$ cat src/rtl/mult_ctrl_16_pkg.sv
// Shared definitions for the 16-bit shift-add multiplier: controller state
// encoding and the operand/counter widths used by controller and datapath.
package mult_ctrl_16_pkg;

  localparam int unsigned MULT_N_BITS = 16;
  localparam int unsigned MULT_CNT_W  = 5;

  typedef enum logic [1:0] {
    ST_IDLE = 2'd0,
    ST_LOAD = 2'd1,
    ST_RUN  = 2'd2,
    ST_DONE = 2'd3
  } mult_state_e;

endpackage : mult_ctrl_16_pkg

$ cat src/rtl/mult_ctrl_16.sv
// Sequencing FSM for the shift-add multiplier datapath: load, N_BITS
// conditional add-and-shift steps, then a one-cycle done pulse.
module mult_ctrl_16
  import mult_ctrl_16_pkg::*;
#(
  parameter int unsigned N_BITS = MULT_N_BITS,
  parameter int unsigned CNT_W  = MULT_CNT_W
) (
  input  logic             clock,
  input  logic             reset,
  input  logic             start,
  input  logic             ls_bit,
  input  logic [CNT_W-1:0] counter_in,
  output logic             ready,
  output logic             done,
  output logic             rt_shift_reg,
  output logic             rt_multiplicand,
  output logic             rt_counter,
  output logic             sl_shift,
  output logic             wr_shift_reg,
  output logic             wr_counter
);

  localparam logic [CNT_W-1:0] LAST_CNT = CNT_W'(N_BITS - 1);

  mult_state_e r_state;
  mult_state_e w_state_nxt;

  logic r_ready,     w_ready_nxt;
  logic r_done,      w_done_nxt;
  logic r_load,      w_load_nxt;
  logic r_run,       w_run_nxt;
  logic w_last_iter;

  // >= rather than == so an out-of-range counter still terminates RUN
  assign w_last_iter = (counter_in >= LAST_CNT);

  // State and state-decoded strobes registered together from the next state
  always_ff @(posedge clock) begin
    if (reset) begin
      r_state <= ST_IDLE;
      r_ready <= 1'b1;
      r_done  <= 1'b0;
      r_load  <= 1'b0;
      r_run   <= 1'b0;
    end else begin
      r_state <= w_state_nxt;
      r_ready <= w_ready_nxt;
      r_done  <= w_done_nxt;
      r_load  <= w_load_nxt;
      r_run   <= w_run_nxt;
    end
  end

  // Next-state logic and decode of the strobes for the state being entered
  always_comb begin
    w_state_nxt = r_state;
    w_ready_nxt = 1'b0;
    w_done_nxt  = 1'b0;
    w_load_nxt  = 1'b0;
    w_run_nxt   = 1'b0;

    case (r_state)
      ST_IDLE: if (start) w_state_nxt = ST_LOAD;
      ST_LOAD: w_state_nxt = ST_RUN;
      ST_RUN:  if (w_last_iter) w_state_nxt = ST_DONE;
      ST_DONE: w_state_nxt = ST_IDLE;
      default: w_state_nxt = ST_IDLE;
    endcase

    case (w_state_nxt)
      ST_IDLE: w_ready_nxt = 1'b1;
      ST_LOAD: w_load_nxt  = 1'b1;
      ST_RUN:  w_run_nxt   = 1'b1;
      ST_DONE: w_done_nxt  = 1'b1;
      default: w_ready_nxt = 1'b1;
    endcase
  end

  assign ready           = r_ready;
  assign done            = r_done;
  assign rt_shift_reg    = r_load;
  assign rt_multiplicand = r_load;
  assign rt_counter      = r_load;
  assign sl_shift        = r_run;
  assign wr_counter      = r_run;

  // Only Mealy output: add-and-shift when the current multiplier LSB is set
  assign wr_shift_reg = r_run & ls_bit;

  a_load_vs_shift : assert property (@(posedge clock) disable iff (reset)
    !((rt_shift_reg | rt_multiplicand | rt_counter) && (sl_shift | wr_shift_reg)));

  a_counter_excl : assert property (@(posedge clock) disable iff (reset)
    !(rt_counter && wr_counter));

  a_done_single : assert property (@(posedge clock) disable iff (reset)
    done |=> !done);

endmodule : mult_ctrl_16

$ cat config.mk
export PLATFORM = sky130hd
export DESIGN_NAME = mult_ctrl_16
export DESIGN_NICKNAME = d
export VERILOG_FILES = /design/src/rtl/mult_ctrl_16_pkg.sv /design/src/rtl/mult_ctrl_16.sv
export SDC_FILE = /design/constraint.sdc
export NUM_CORES = 1
export LEC_CHECK = 0
export CORE_AREA = 2 2 39 41
export CTS_CLUSTER_SIZE = 20
export DETAILED_ROUTE_END_ITERATION = 12
export DIE_AREA = 0 0 41 43
export DONT_BUFFER_PORTS = 1
export GPL_TIMING_DRIVEN = 0
export MAX_ROUTING_LAYER = met4
export REMOVE_ABC_BUFFERS = 1
export SLEW_MARGIN = 20
export SYNTH_ARGS = -nofsm -noshare
export SYNTH_HDL_FRONTEND = slang
export SYNTH_SLANG_ARGS = --single-unit
$ cat constraint.sdc
create_clock -name clock -period 1.1 [get_ports clock]
set_input_delay 0.22 -clock clock [delete_from_list [all_inputs] [get_ports clock]]
set_output_delay 0.22 -clock clock [all_outputs]
set_load 0.05 [all_outputs]
### After elaboration in Yosys (flattened, before gate mapping)

Index checks and enable logic that the tools add are counted.

| word-level totals | value |
|---|---|
| word-level logic and storage cells | 22 |
| input port bits | 9 |
| output and inout port bits | 8 |
| bits in registers | 6 |

| cells by class | value |
|---|---|
| reduce and logical (&&, ||, !) cells | 2 |
| bitwise logic cells | 1 |
| equality and inequality tests | 6 |
| multiplexer cells | 7 |
| $lt $le $gt $ge | 1 |

Operator list:

| kind | number |
|---|---|
| 2-bit equality test, second input constant | 4 |
| 2-bit case mux with 4 select lines | 1 |
| 5-bit by 4-bit >= comparator with 1-bit output, second input constant | 1 |
| 2-bit by 1-bit equality test with 1-bit output, second input constant | 2 |
| 2-bit zero test | 2 |
| 1-bit two-way mux | 4 |
| 2-bit two-way mux | 2 |
| 1-bit AND | 1 |

### Logic depth before layout (Yosys ltp)

Gate-level depths: netlist of the first run.

| depth | value |
|---|---|
| word-level depth | 5 |
| mapped depth | 5 |
| depth with buffers taken out | 5 |

### Least setup slack after synthesis of the first run

OpenSTA, ideal clock, no wires.

| timing path | value |
|---|---|
| path kind | reg2out |
| from | register r_run (netlist: sl_shift) |
| to | output wr_shift_reg |
| buffers on the path | 0 |
| path slack | -0.246 ns |
| data arrival time | 1.126 ns |
| cell stages (with the launch flop) | 2 |
| required time | 0.880 ns |
| cells stage by stage | dfxtp_1 and2_1 |

| on the way | value |
|---|---|
| cells in the longest elaborated chain, start to end | 1 |

RTL lines:

| element | line | source |
|---|---|---|
| from (decl) | mult_ctrl_16.sv:32 | `logic r_run, w_run_nxt;` |
| from (signal assigned) | mult_ctrl_16.sv:51 | `r_run <= w_run_nxt;` |
| 1-bit AND | mult_ctrl_16.sv:89 | `assign wr_shift_reg = r_run & ls_bit;` |
| to (decl) | mult_ctrl_16.sv:20 | `output logic wr_shift_reg,` |

Every way passes these cells.

### Final worst setup path of the first run

Ends and elaborated chain as after synthesis.

==> results.txt, run 1 <==
- Filler cell count: 158
* Minimum setup slack after placement: -0.605 ns
* Count of cells along the worst hold path: 1
- Overall power consumption after layout is estimated at between 0.8 and 0.9 mW.
- Hold-fix buffer count after cts: 0
- Each instance of the synthesized netlist takes up on average 10.8 um^2.
- Compared with the post-synthesis result, the final layout area differs by 25.5%.
* Vias in the first global route: 200
- Post-route antenna net violation count: 0
- For the worst setup path, the data required time is 0.88 ns.
- The critical path starts at sl_shift.
* Routed WL per cell: between 10 and 15 um
- Leaving out filler cells and counting taps, the final layout contains 42.
- Entering global routing, the biggest net connects 6 pins.
* Static leakage: around 0.13 nW
* Final core area utilization: 0.245
- Share of the clock period used by the worst path after layout: 1.17
- The clock drives 6 sinks.
- Power per Cell Area: 2560 nW/um^2
* Placed Cells incl. Taps: 38
- Startpoint kind of the worst setup timing path: flop
- For the final routed database, the setup TNS stands at -0.187 ns.
- Library cell with the largest summed area after synthesis: sky130_fd_sc_hd__dfxtp_1
- Die Span Y: between 40 and 50 um
- Final slew viol count: 0
- Clock-pin slew was measured on the worst setup and hold paths at 0.05 ns.
- The share of the Yosys chip area taken by registers is 0.444.
- Setup repair after global routing could not meet its margin everywhere.
* Clock root buffer master: sky130_fd_sc_hd__clkbuf_4
- Ratio of routed vias to standard cells: about 4.4
* Critical-path cell list: and2_4
- Final WS setup: -0.187 ns
* Input/output buffers: 0
* I/O Pins: 17
- Overall fraction of global-route tracks in use: 0.0692
* Number of H-tree levels: 1
- TritonCTS built the clock tree.
- The number of buffers and inverters on the critical path is 0.
- Post-synthesis sequential element count: 6
* Tightest Pin Transition: between 0.4 and 0.5 ns
- Derived from the worst setup path, the maximum achievable clock frequency is 0.777 GHz.
* Top cell family by delay on the critical path: flip-flops
- The tool flagged a number of max-cap violations equal to 0.
- After floorplanning, the core was sized to cover 1380 um^2.
- At the later pin of the worst-skew pair, clock insertion delay measures between 0.2 and 0.3 ns.
* Global route overflow: 0
- Launch point of the worst hold path: reset
* Clk_skew: between 0.004 and 0.005 ns
- Worst vdd rail ir drop: 0.000529 V
- Final period demand of the worst path: around 1.3 ns
- The run finished, with violations left.
- Starting DRT DRC Count: 1
- After technology mapping, the gate count stands at 25.
- The Yosys step of the flow raised 0 warnings.
* Path category of the worst min-delay check: in -> reg
* Initial antenna violation count: 0
- Number of distinct standard cells referenced by the synthesized netlist: 14
- The startpoint identified for the worst register-to-register timing path is r_state[0].
* Failing checks: negative setup slack
- The final route contains between 150 and 200 vias.
- The setup check on the worst reg-to-reg path leaves a slack of 0.03 ns.
- The floorplan has 14 rows.
- The first TritonRoute pass finished after 2 iterations.
- The final hold violation count came to 0.
- Capturing point of the worst reg2reg path: ready
* Critical path class: reg -> out
* First-pass GRT wire length: between 600 and 700 um
* CP endpoint kind: primary output
* Initial core utilization: 0.195
- Signal arrival time at the worst endpoint: 1.07 ns
- DR DRC count: 0
- Highest net fanout along the worst path: 3
- HPWL Detailed: 353 um
- The longest clock path from root to sink contains 2 buffers.
- Routability congestion estimate: 0.769
- Inserted Clock Buffers: 3
- Critical Path Slowest Stage Cell: sky130_fd_sc_hd__dfxtp_4
* Count of nets after finishing: 39
- Hold Crit Endpoint: rt_counter
* Cells on worst reg2reg path: 5
- Measured along the x axis, the die boundary spans between 40 and 50 um.
- Endpoints failing setup: 1
- Fraction of layout cells with a size suffix above 1: 0.846
- In this design, the stage delay of the slowest critical-path cell is 0.53 ns.
- The worst pin sits at a relative slew slack of 0.683.
- The share of synthesized area in the top cell type comes to 0.444.
- Total wirelength of the detailed-routed design: 484 um
- Post-synth design cell area: 270 um^2
- Die area: 1760 um^2
- Cells taking the most area after synthesis: sky130_fd_sc_hd__dfxtp_1 44%, sky130_fd_sc_hd__o311ai_4 9.7%, sky130_fd_sc_hd__ha_1 9.3%
* Number of diodes: 0
## timing repair
item                                    in CTS  in global routing
pin swaps                                    2                  2
resized for setup                           15                  5
setup buffers                                1                  0
endpoints found under the setup margin      11                 10
## per-stage QoR
stage               area, um^2  hold slack, ns
floorplan                  248           0.289
global placement           268           0.292
detailed placement         269           0.293
CTS                        328          0.0133
global route               339          0.0105
finish                     339          0.0234
## cells by family after synthesis
group                    after synthesis  synth area share
AND/OR/NAND/NOR                        4             0.102
flip-flops                             6             0.444
buffers and inverters                  7             0.139
AO/OA/AOI/OAI                          6             0.222
adder cells (fa/ha/maj)                2            0.0926
## routing by layer
layer	routed length, um	GRT usage	up-vias
met4	14	0.0800	0
met5	0	-	-
li1	-	-	86
met3	54	0.0366	2
met2	281	0.113	8
met1	134	0.0391	89
## cell type report
class | instances | area, um^2 | area share
multi-input cells | 12 | 143 | 0.421
flip-flops and latches | 6 | 131 | 0.387
clock buffers | 3 | 22.5 | 0.0664
well taps | 16 | 20.0 | 0.0590
inverters | 4 | 15.0 | 0.0443
repair buffers | 1 | 7.51 | 0.0221
## Yosys cell counts
master and n:
sky130_fd_sc_hd__a211oi_1 1, sky130_fd_sc_hd__a21boi_0 1, sky130_fd_sc_hd__a21oi_1 1, sky130_fd_sc_hd__a31o_2 1
sky130_fd_sc_hd__and2_1 1, sky130_fd_sc_hd__and3_1 1, sky130_fd_sc_hd__and4_4 1, sky130_fd_sc_hd__buf_4 3
sky130_fd_sc_hd__dfxtp_1 6, sky130_fd_sc_hd__ha_1 2, sky130_fd_sc_hd__inv_1 4, sky130_fd_sc_hd__nor2_1 1
sky130_fd_sc_hd__o21ai_0 1, sky130_fd_sc_hd__o311ai_4 1
## sequential cells by signal, summed over array words and instances, names as in the netlist
name        count
done            1
r_state         2
ready           1
rt_counter      1
sl_shift        1
## worst reg2reg max path, delay by kind of cell (launching register included)
kind	cells	cell delay [ns]
buf+inv	2	0.11
fa+ha+maj	1	0.16
flops	1	0.33
compound gates	2	0.36
## report_power, final
group / internal [mW] / total [mW] / switching (mW)
Combinational: 0.0929 / 0.199 / 0.106
Sequential: 0.270 / 0.461 / 0.191
Clock: 0.124 / 0.208 / 0.0846
## placed cells by master, fill, tap and decap left out, drive strengths merged
cell type / instances
ha: 2
o311ai: 1
a211oi: 1
a31o: 1
a21oi: 1
dfxtp: 6
and4: 1
and3: 1
buf: 1
clkbuf: 3
inv: 4
o21ai: 1
a21boi: 1
nor2: 1
and2: 1
## how the worst max path moves through the flow
stage / cells after the start / endpoint / slack (ns)
final: 1 / wr_shift_reg / -0.19
after global placement: 1 / wr_shift_reg / -0.60
after detailed placement: 1 / wr_shift_reg / -0.61
after floorplan: 1 / wr_shift_reg / -0.58
after CTS: 1 / wr_shift_reg / -0.20
after global routing: 1 / wr_shift_reg / -0.22
Power figures use the tool's default switching activity.
==> run 2: changes to the inputs <==
--- a/config.mk
+++ b/config.mk
@@ -5,6 +5,7 @@
 export SDC_FILE = /design/constraint.sdc
 export NUM_CORES = 1
 export LEC_CHECK = 0
+export CAP_MARGIN = 40
 export CORE_AREA = 2 2 39 41
 export CTS_CLUSTER_SIZE = 20
 export DETAILED_ROUTE_END_ITERATION = 12
@@ -13,6 +14,7 @@
 export GPL_TIMING_DRIVEN = 0
 export MAX_ROUTING_LAYER = met4
 export REMOVE_ABC_BUFFERS = 1
+export SKIP_LAST_GASP = 1
 export SLEW_MARGIN = 20
 export SYNTH_ARGS = -nofsm -noshare
 export SYNTH_HDL_FRONTEND = slang
==> run 2 against run 1 <==
The run still ends with negative setup slack left. First-iteration DRC count did not move. Cell count rose by 2.4%. Worst hold slack better by 0.00075 ns. Register-to-register slack got worse by 0.04 ns.
==> results.txt, run 2 (synthesis gave the netlist of run 1 again) <==
- Status: finished with violations (unchanged)
* Failing checks: negative setup slack (unchanged)
- The required time at the worst-slack endpoint is 0.88 ns (about the same).
- Path category of the worst min-delay check: in -> reg (unchanged)
- Number of optimization iterations in the first detailed-route pass: 2 (unchanged)
- Slew headroom: 0.683 (about the same)
* Area grow syn2layout: 31.9% (was 25.5%)
- The top cell family by delay on the critical path is flip-flops (unchanged).
- Final core area utilization: 0.258 (was 0.245)
- The part of the cycle the worst path needs was 1.06 (was 1.17).
* Final slew viol count: 0 (unchanged)
- The wire length per cell was 11.7 um (was 11.5 um).
* DR DRC count: 0 (unchanged)
- Vias in the first global route: 206 (was 200)
- The via count of the routed design is 189 (was 185).
- The standard cell with the maximum stage delay on the critical path is sky130_fd_sc_hd__dfxtp_4 (unchanged).
- The share of final-layout standard cells stronger than drive strength 1 is 0.852 (was 0.846).
- The cell area after layout came to 357 um^2 (was 339 um^2).
- Input/output buffers: 0 (unchanged)
- The number of H-tree branching levels came to 1 (unchanged).
- Startpoint kind of the worst setup timing path: flop (unchanged)
* Most flops, register: r_state (unchanged)
- Row count: 14 (unchanged)
- The highest cell delay on the worst timing path is 0.44 ns (was 0.53 ns).
- Initial antenna violation count: 0 (unchanged)
* Final period demand of the worst path: 1.17 ns (was 1.29 ns)
- The pre-CTS setup slack was -0.284 ns (was -0.605 ns).
- Starting DRT DRC Count: 1 (unchanged)
- Count of nets after finishing: 40 (was 39)
- The wire length of the first global-routing pass is 717 um (was 696 um).
- The total overflow reported by the global router was 0 (unchanged).
- Max capacitance violation total: 0 (unchanged)
- The clock tree root buffer cell was sky130_fd_sc_hd__clkbuf_4 (unchanged).
- The setup-violating endpoint count in the final report came to 3 (was 1).
- The horizontal die dimension is 41 um (unchanged).
- Area after detailed placement: 280 um^2 (was 269 um^2)
* Clock latency of the later-clocked register in the worst-skew pair: 0.25 ns (about the same)
- The die extent in y came to 43 um (unchanged).
- The power density over the cells is 2490 nW/um^2 (was 2560 nW/um^2).
* Largest net degree at the start of global routing: 6 (unchanged)
- Clock Tree Buf Depth: 2 (unchanged)
- The total clock buffers created by CTS came to 3 (unchanged).
- Number of flip-flops in the largest register: 2 (unchanged)
- Sink Count: 6 (unchanged)
- CP endpoint kind: primary output (unchanged)
- Number of diodes: 0 (unchanged)
* Total wirelength of the detailed-routed design: 501 um (was 484 um)
- The clock skew came to 0.00430 ns (was 0.00473 ns).
* Filler cell count: 152 (was 158)
- Die area: 1760 um^2 (unchanged)
- Ratio of routed vias to standard cells: 4.40 (about the same)
- The core area is 1380 um^2 (unchanged).
* Unrepaired setup endpoints after global routing: yes (unchanged)
- Worst vdd rail ir drop: 0.000514 V (was 0.000529 V)
- The clock slew at the register clock pins of the worst setup and hold paths was 0.05 ns (about the same).
- Critical-path cell list: and2_4 (unchanged).
- I/O Pins: 17 (unchanged)
* Overall fraction of global-route tracks in use: 0.0702 (was 0.0692)
* Highest attainable clock frequency: 0.855 GHz (was 0.777 GHz)
- Static leakage: 0.131 nW (was 0.126 nW)
- Number of hold violations in the final report: 0 (unchanged)
* TritonCTS clock tree: yes (unchanged)
* Routability congestion estimate: 0.769 (unchanged)
- The maximum fanout along the worst path came to 3 (unchanged).
* Tightest Pin Transition: 0.475 ns (about the same)
* Final WS setup: -0.0700 ns (was -0.187 ns)
- Initial core utilization: 0.195 (unchanged)
- Commonest cells after routing, fill and taps aside: 3 x sky130_fd_sc_hd__inv_2, 3 x sky130_fd_sc_hd__clkbuf_4, 3 x sky130_fd_sc_hd__dfxtp_2 (was 4 x sky130_fd_sc_hd__inv_2, 3 x sky130_fd_sc_hd__clkbuf_4, 3 x sky130_fd_sc_hd__dfxtp_2)
- Critical path class: reg -> out (unchanged)
* Number of buffers and inverters on the critical path: 0 (unchanged)
* Signal arrival time at the worst endpoint: 0.95 ns (was 1.07 ns)
* Post-route antenna net violation count: 0 (unchanged)
run 2: changes by cell type in the layout (fill, tap and decap cells not counted), sizes merged:
cell  previous run  this run
buf              1         2
run 2: through the flow:
stage	hold WS [ns]	instances	setup TNS [ns]	power [mW]
CTS	0.0163	43	-0.0870	0.867
floorplan	0.289	22	-1.85	0.556
global placement	0.292	38	-2.23	0.575
global route	0.0101	43	-0.244	0.933
finish	0.0241	43	-0.0810	0.886
detailed placement	0.293	39	-0.815	0.596
run 2: repair_timing:
| action | 4_1_cts | 5_1_grt |
|---|---|---|
| endpoints found under the setup margin | 11 | 10 |
| setup buffers | 1 | 0 |
| hold buffers | 0 | 0 |
| gates resized for setup | 14 | 7 |
| pin swaps | 1 | 3 |
run 2: worst paths after layout:
kind	startpoint	to	slack, ns	cells past startpoint
setup / recovery	sl_shift	wr_shift_reg	-0.07	1
hold / removal	reset	rt_counter	0.02	1
setup reg to reg	r_state[0]	ready	-0.01	5
hold reg to reg	r_state[0]	done	0.62	2
run 2: cell type report:
| type | instances | area (um^2) | area share |
|---|---|---|---|
| Multi-Input combinational cell | 12 | 145 | 0.407 |
| Tap cell | 16 | 20.0 | 0.0561 |
| Clock buffer | 3 | 22.5 | 0.0632 |
| Sequential cell | 6 | 131 | 0.368 |
| Inverter | 4 | 15.0 | 0.0421 |
| Timing Repair Buffer | 2 | 22.5 | 0.0632 |
run 2: power breakdown:
group | total [mW] | leakage, nW | internal [mW] | switching (mW)
combinational | 0.234 | 0.0663 | 0.107 | 0.128
sequential | 0.444 | 0.0514 | 0.271 | 0.173
clock | 0.208 | 0.0138 | 0.124 | 0.0843
total | 0.886 | 0.131 | 0.501 | 0.385
run 2: metal layers:
metal  global-route usage  wire length, um  vias up
met5                    -                0        -
met4               0.0800               14        0
li1                     -                -       87
met3               0.0419               56        2
met2                0.113              297        9
met1               0.0391              133       91
==> run 3: changes to the inputs <==
--- a/config.mk
+++ b/config.mk
@@ -6,6 +6,8 @@
 export NUM_CORES = 1
 export LEC_CHECK = 0
 export CAP_MARGIN = 40
+export CELL_PAD_IN_SITES_DETAIL_PLACEMENT = 1
+export CELL_PAD_IN_SITES_GLOBAL_PLACEMENT = 1
 export CORE_AREA = 2 2 39 41
 export CTS_CLUSTER_SIZE = 20
 export DETAILED_ROUTE_END_ITERATION = 12
@@ -13,6 +15,7 @@
 export DONT_BUFFER_PORTS = 1
 export GPL_TIMING_DRIVEN = 0
 export MAX_ROUTING_LAYER = met4
+export PLACE_DENSITY_LB_ADDON = 0.1
 export REMOVE_ABC_BUFFERS = 1
 export SKIP_LAST_GASP = 1
 export SLEW_MARGIN = 20
==> run 3 against run 2 <==
The run still ends with negative setup slack left. Core utilization rose by 0.63 points. Worst setup slack better by 0.0052 ns. Register-to-register slack about the same. Fmax grew 0.45%. Sequential power about the same. Combinational power rose by 10%. Clock skew barely moved. Largest cell class unchanged.
==> results.txt, run 3 (synthesis gave the netlist of run 1 again) <==
* Status: finished with violations (unchanged)
- Failing checks: negative setup slack (unchanged).
- The total inserted antenna cells came to 0 (unchanged).
* Total wirelength of the detailed-routed design: 570 um (was 501 um)
- Horizontal die dimension: 41 um (unchanged)
- The die extent in y is 43 um (unchanged).
- The number of placement rows is 14 (unchanged).
- The TritonCTS clock tree is yes (unchanged).
* Worst vdd rail ir drop: 0.000858 V (was 0.000514 V)
- The number of ports placed on the die boundary is 17 (unchanged).
- Critical-path cell list: and2_4 (unchanged).
* Highest attainable clock frequency: 0.859 GHz (was 0.855 GHz)
- Fraction of layout cells with a size suffix above 1: 0.815 (was 0.852)
- The setup-violating endpoint count in the final report was 1 (was 3).
- Initial core utilization: 0.195 (unchanged)
- The total clock buffers created by CTS was 3 (unchanged).
- Tightest Pin Transition: 0.479 ns (was 0.475 ns)
* Max capacitance violation total: 0 (unchanged)
- Number of hold violations in the final report: 0 (unchanged)
- Area of the core: 1380 um^2 (unchanged)
- The placer's final routability congestion estimate came to 0.614 (was 0.769).
- Ratio of routed vias to standard cells: 4.16 (was 4.40)
- First-pass GRT wire length: 855 um (was 717 um)
- Number of buffers and inverters on the critical path: 0 (unchanged)
* Final period demand of the worst path: 1.16 ns (was 1.17 ns)
- Vias in the first global route: 193 (was 206)
- Power per Cell Area: 2460 nW/um^2 (was 2490 nW/um^2)
- The maximum fanout along the worst path came to 3 (unchanged).
- Starting DRT DRC Count: 1 (unchanged)
* Top cell family by delay on the critical path: flip-flops (unchanged)
- The static leakage was 0.132 nW (was 0.131 nW).
* Input/output buffers: 0 (unchanged)
* Startpoint kind of the worst setup timing path: flop (unchanged)
* Clk_skew: 0.00417 ns (was 0.00430 ns)
- The highest cell delay on the worst timing path is 0.44 ns (about the same).
* Die area: 1760 um^2 (unchanged)
- The pre-CTS setup slack was -0.293 ns (was -0.284 ns).
- The sum of negative setup slack was -0.0647 ns (was -0.0810 ns).
- The final instance count without filler cells is 43 (unchanged).
* Critical path class: reg -> out (unchanged)
- Unrepaired setup endpoints after global routing: yes (unchanged)
* Count of nets after finishing: 40 (unchanged)
- CTS clock-pin slew for the worst setup and hold paths: 0.05 ns (about the same)
* Overall fraction of global-route tracks in use: 0.0824 (was 0.0702)
* CP endpoint kind: primary output (unchanged)
* Critical Path Slowest Stage Cell: sky130_fd_sc_hd__dfxtp_4 (unchanged)
- Path category of the worst min-delay check: in -> reg (unchanged)
- The flip-flop count of the largest register, all copies and words added is 2 (unchanged).
- Initial antenna violation count: 0 (unchanged)
- The register with the most flip-flops is r_state (unchanged).
- Global route overflow: 0 (unchanged)
- Total vias in the final route: 179 (was 189)
- Hold-fix buffer count after cts: 0 (unchanged)
- Clock Tree Buf Depth: 2 (unchanged)
- The number of sinks handled by clock tree synthesis came to 6 (unchanged).
- The worst setup slack after layout is -0.0647 ns (was -0.0700 ns).
- Final slew viol count: 0 (unchanged)
- Largest net degree at the start of global routing: 6 (unchanged)
* Signal arrival time at the worst endpoint: 0.94 ns (was 0.95 ns)
- The clock tree root buffer cell is sky130_fd_sc_hd__clkbuf_4 (unchanged).
- The part of the cycle the worst path needs was 1.06 (about the same).
* Number of optimization iterations in the first detailed-route pass: 4 (was 2)
- The number of H-tree branching levels came to 1 (unchanged).
* Post-route antenna net violation count: 0 (unchanged)
- The clock latency of the later-clocked register in the worst-skew pair came to 0.24 ns (was 0.25 ns).
* Routed WL per cell: 13.3 um (was 11.7 um)
- Req. time, crit path: 0.88 ns (about the same)
- The area added between synthesis and finish was 35.2% (was 31.9%).
- The post-detailed-route DRC marker count was 0 (unchanged).
- Commonest cells after routing, fill and taps aside: 3 x sky130_fd_sc_hd__clkbuf_4, 3 x sky130_fd_sc_hd__dfxtp_1, 2 x sky130_fd_sc_hd__inv_2, 2 x sky130_fd_sc_hd__buf_6, 2 x sky130_fd_sc_hd__dfxtp_4 (was 3 x sky130_fd_sc_hd__inv_2, 3 x sky130_fd_sc_hd__clkbuf_4, 3 x sky130_fd_sc_hd__dfxtp_2)
- The normalized max-slew margin came to 0.680 (was 0.683).
- The number of placed instances, taps included is 39 (unchanged).
- The fraction of the core area covered by cells at the end of the flow was 0.264 (was 0.258).
- Design Power: 0.897 mW (was 0.886 mW)
- HPWL Detailed: between 400 and 500 um
-- run 3: routing by layer --
layer | wire length, um | global-route usage | vias to the layer above
met4 | 9 | 0.0800 | 0
met2 | 333 | 0.103 | 5
met3 | 41 | 0.0524 | 2
li1 | - | - | 87
met1 | 185 | 0.0806 | 85
met5 | 0 | - | -
-- run 3: cell type report --
cell class / instances / area [um^2]
inverter: 4 / 17.5
tap: 16 / 20.0
fill: 154 / 1020
sequential: 6 / 129
multi-input combinational: 12 / 154
timing repair buffer: 2 / 22.5
clock buffer: 3 / 22.5
-- run 3: path summary, 6_finish.rpt --
| check | to | start | cells after the start | slack, ns |
|---|---|---|---|---|
| setup reg to reg | ready | r_state[0] | 4 | 0 |
| setup / recovery | wr_shift_reg | sl_shift | 1 | -0.06 |
| hold reg to reg | rt_counter | r_state[1] | 3 | 0.62 |
| hold / removal | rt_counter | reset | 1 | 0.03 |
-- run 3: timing repair --
| action | CTS | global route |
|---|---|---|
| gates cloned | 0 | 0 |
| setup endpoints to repair | 11 | 10 |
| pin swaps | 2 | 5 |
| gates resized for setup | 12 | 10 |
| setup buffers | 1 | 0 |
-- run 3: where the power goes --
part / leakage [nW] / total [mW] / switching (mW) / internal [mW]
Combinational: 0.0671 / 0.258 / 0.138 / 0.120
Clock: 0.0138 / 0.198 / 0.0752 / 0.123
Sequential: 0.0512 / 0.441 / 0.174 / 0.267
Total: 0.132 / 0.897 / 0.387 / 0.510
-- run 3: through the flow --
step	cell area, um^2	hold slack [ns]
after floorplan	248	0.289
after global placement	268	0.292
after detailed placement	280	0.291
after CTS	332	0.0141
after global routing	365	0.0126
final	365	0.0272
